## config.mk

```make
export PLATFORM = sky130hd
export DESIGN_NAME = aftab_booth_multiplier
export DESIGN_NICKNAME = d
export VERILOG_FILES = /design/src/rtl/aftab_booth_multiplier.sv
export SDC_FILE = /design/constraint.sdc
export NUM_CORES = 1
export LEC_CHECK = 0
export ABC_AREA = 1
export CORE_MARGIN = 2
export CORE_UTILIZATION = 56
export CTS_CLUSTER_SIZE = 25
export DETAILED_ROUTE_END_ITERATION = 8
export GPL_ROUTABILITY_DRIVEN = 0
export PLACE_DENSITY = 0.92
export SLEW_MARGIN = 20
export SYNTH_ARGS = -nofsm -noshare
export SYNTH_HDL_FRONTEND = slang
export SYNTH_SLANG_ARGS = --single-unit
```

## constraint.sdc

```tcl
create_clock -name clk -period 3.2 [get_ports clk]
set_input_delay 0.96 -clock clk [delete_from_list [all_inputs] [get_ports clk]]
set_output_delay 0.96 -clock clk [all_outputs]
set_load 0.005 [all_outputs]
```

## src/rtl/aftab_booth_multiplier.sv

```systemverilog
// rtl/aftab_booth_multiplier.sv - sequential radix-2 Booth multiplier, one step per clock
//
// Ports:
//   clk   - rising-edge clock
//   rst   - asynchronous active-low reset
//   start - request, sampled only while idle
//   M     - signed multiplicand (size bits)
//   Q     - signed multiplier (size bits)
//   done  - one-cycle pulse, product valid on P
//   P     - registered signed product M*Q (2*size bits), held until the next result
module aftab_booth_multiplier #(
    parameter int size = 33
) (
    input  logic                  clk,
    input  logic                  rst,
    input  logic                  start,
    input  logic [size-1:0]       M,
    input  logic [size-1:0]       Q,
    output logic                  done,
    output logic [2*size-1:0]     P
);

    localparam int CW = $clog2(size + 1);
    localparam logic [CW-1:0] LAST = CW'(size - 1);

    typedef enum logic [1:0] {
        IDLE,
        BUSY,
        DONE
    } state_t;

    state_t          state;
    logic [size:0]   acc;      // accumulator with one guard bit
    logic [size:0]   mr;       // sign-extended multiplicand
    logic [size-1:0] qr;       // multiplier, shifted right each step
    logic            q_1;      // Booth look-behind bit
    logic [CW-1:0]   cnt;
    logic [size:0]   acc_next;

    // Booth recoding of {qr[0], q_1}: 10 subtract, 01 add, otherwise hold.
    always_comb begin
        acc_next = acc;
        case ({qr[0], q_1})
            2'b10:   acc_next = acc - mr;
            2'b01:   acc_next = acc + mr;
            default: acc_next = acc;
        endcase
    end

    always_ff @(posedge clk or negedge rst) begin
        if (!rst) begin
            state <= IDLE;
            acc   <= '0;
            mr    <= '0;
            qr    <= '0;
            q_1   <= 1'b0;
            cnt   <= '0;
            done  <= 1'b0;
            P     <= '0;
        end else begin
            done <= 1'b0;
            case (state)
                IDLE: begin
                    if (start) begin
                        acc   <= '0;
                        qr    <= Q;
                        q_1   <= 1'b0;
                        mr    <= {M[size-1], M};
                        cnt   <= '0;
                        state <= BUSY;
                    end
                end
                BUSY: begin
                    // Arithmetic right shift of {acc_next, qr, q_1} by one.
                    acc <= {acc_next[size], acc_next[size:1]};
                    qr  <= {acc_next[0], qr[size-1:1]};
                    q_1 <= qr[0];
                    cnt <= cnt + 1'b1;
                    if (cnt == LAST) begin
                        state <= DONE;
                    end
                end
                DONE: begin
                    // Guard bit is dropped; the low 2*size bits are the exact product.
                    P     <= {acc[size-1:0], qr};
                    done  <= 1'b1;
                    state <= IDLE;
                end
                default: state <= IDLE;
            endcase
        end
    end

endmodule

```

==> impl_metrics.toml <==
[outcome]
status = "finished clean"

[timing]
final_hold_viol_count = 0
min_period_ns = 3.15
fin_skew_ns = 0.0133
maxSlewHeadroom_pct = 40.0
worstMarginPinSlew_ns = 0.901
finalMaxSlewViolations = 0
grt_setup_unrepaired = "yes"
clock.fmax_mhz = 318
setup_violations = 0
fin_crit_sh_pct = 98.4

[setup_path]
worst-path-buf-inv = 2
worstSetupEndpointType = "flip-flop"
r2r_end = "acc[26]"
reg2reg_depth = 22
cp.required_ns = 3.57
worstSetupStartpoint = "mr[1]"
start_kind = "flip-flop"
crit_fanout = 4
rr_startpoint = "mr[1]"
worstSetupPathType = "reg2reg"
endpoint = "acc[26]"
crit_family = "simple AND/OR/NAND/NOR gates"
reg2reg_slack_ns = 0.05
critPathSlowestCell = "dfrtp_1"
slowest_delay_ns = 0.42
worst_path_most_repeated_cell = "nand2_1"
crit_chain = "inv_2, ha_4, nand2_4, nor2_4, nand2_2, inv_2, nand3_2, o21ai_2, o21ai_1, xor2_1, ha_4, nand2_1, nand2_1, nand2_1, nand2_1, a21oi_1, nor2_1, nor2_1, nand2_1, nand2_1, nand2_1, o21bai_1"
crit_cells = 22
arrival_ns = 3.52

[synthesis]
synth_edf_count = 0
syn_inst = 1390
synthesis.area_um2 = 10300
syn_nets = 1497
synthFlopType = "dfrtp_1"
seq_area_frac_synth_pct = 42.5
synth_cell_types = 45
yosysWarnings = 0
yosys_register_bits = 175
async_flop_share_pct = 100
synth.avg_cell_area_um2 = 7.42

[final_layout]
nets = 1629
fin_cells = 1764
final_cell_mix = "nand2_1, inv_1, dfrtp_1, clkdlybuf4s50_1, o21ai_0"
diodes = 0
drive_gt1_share_pct = 11.1
area_delta_synth_final_pct = 24.3
final_common_cell = "nand2_1"

[job]
cap_violations = 0

[worst_hold_path]
hold_class = "reg2reg"
hold_depth = 2

[routing]
wl_per_cell_um = 16.7
via_count = 10200
vias_per_cell = 5.77
ant_nets = 0
drc_errors = 0
drtIter0Drc = 1210
first_pass_iters = 7
wl_um = 29400

[global_route]
grt_max_degree = 108
grt_antenna_before_repair = 0
grt_pass1_vias = 9729
grt_pass1_wl_um = 47200
grt_overflow_total = 0
grt_usage_pct = 29.9

[clock_tree]
ctsRootBufferMaster = "clkbuf_16"
path_clk_slew_ns = 0.08
htreeDepth = 4
clkSinkCount = 175
clockBufferDepth = 2
clock_insertion_delay_worst_skew_ns = 0.45
cts_tree = "built"
numCtsBuffers = 17

[place]
dp_cells = 1721
port_buffers = 135
hpwl_um = 20500

[floorplanning]
die_h_um = 140
rows = 49
start_util_pct = 57.2
die_width_um = 140
num_io_pins = 136
die_area_um2 = 19500
core_um2 = 18000
## state kept, by name, indices dropped and copies added (netlist names)
| register | flops |
|---|---|
| state | 2 |
| done | 1 |
| mr | 33 |
| cnt | 6 |
| acc | 33 |
| qr | 33 |
| q_1 | 1 |
| P | 66 |
## per-stage QoR
stage	worst slack, ns	util [%]	hold WS, ns	instance area, um2	setup TNS, ns
after floorplan	0.504	-	0.457	10300	0
after global placement	0.263	66.1	0.461	11900	0
after detailed placement	0.135	66.1	0.469	11900	0
after CTS	0.0413	69.4	0.491	12500	0
after global routing	-0.244	71.1	0.517	12800	-1.25
final	0.0516	71.1	0.488	12800	0
## cells by family (layout without fill, tap and decap cells)
logic type      after synthesis  count (layout)  share of synthesized area, %
xor+xnor                     29              29                          2.46
fa+ha+maj                    38              38                          4.68
compound gates              255             255                          14.8
flops                       175             175                          42.5
simple gates                635             635                          26.0
buf+inv                     258             403                          9.66
## cell usage after synthesis, types with 17 or more instances
master,n,share of area [%]
a21oi_1,51,2.5
clkbuf_1,27,0.98
dfrtp_1,175,42
ha_1,37,4.5
inv_1,199,7.2
nand2_1,411,15
nand2_2,17,1.0
nand3_1,52,2.5
nor2_1,101,3.7
nor2_2,17,1.0
o21ai_0,107,5.2
o22ai_1,31,1.9
xor2_1,22,1.9
## worst min path at each step
stage	from	to	slack [ns]
2_1_floorplan	q_1	q_1	0.46
4_1_cts	P[31]	P[31]	0.49
5_1_grt	P[62]	P[62]	0.52
3_3_place_gp	P[33]	P[33]	0.46
6_report	P[59]	P[59]	0.49
3_5_place_dp	P[33]	P[33]	0.47
## cell type report
class	instances	area [um2]
clock buffer	17	425
clock inverter	15	169
fill	1356	5200
inverter	212	797
multi-input combinational	957	5180
sequential	175	4380
tap	229	287
timing repair buffer	159	1580
## layer usage
layer  track usage, %  up-vias  routed length (um)
li1                 -     4718                   -
met1             39.4     4724               11600
met2             47.9      631               13800
met3             6.43      113                2970
met4             12.7        0                1030
met5                0        -                   0
## timing repair
item | 4_1_cts | 5_1_grt
hold buffers | 0 | 0
gates resized for setup | 0 | 59
endpoints found under the setup margin | 0 | 18
buffers inserted | 0 | 11
## worst reg2reg max path: cells and delay by family, from the launching register on
kind,cells,cell delay (ns)
AOI/OAI and AO/OA,4,0.59
xor gates and xnor gates,1,0.35
adders and majority gates,2,0.45
buffers and inverters,2,0.19
DFF,1,0.42
and+or+nand+nor,13,1.10
Power is left out: the tool's default activity adds up to more than one toggle a clock period on the data nets, which glitch-free logic cannot reach.
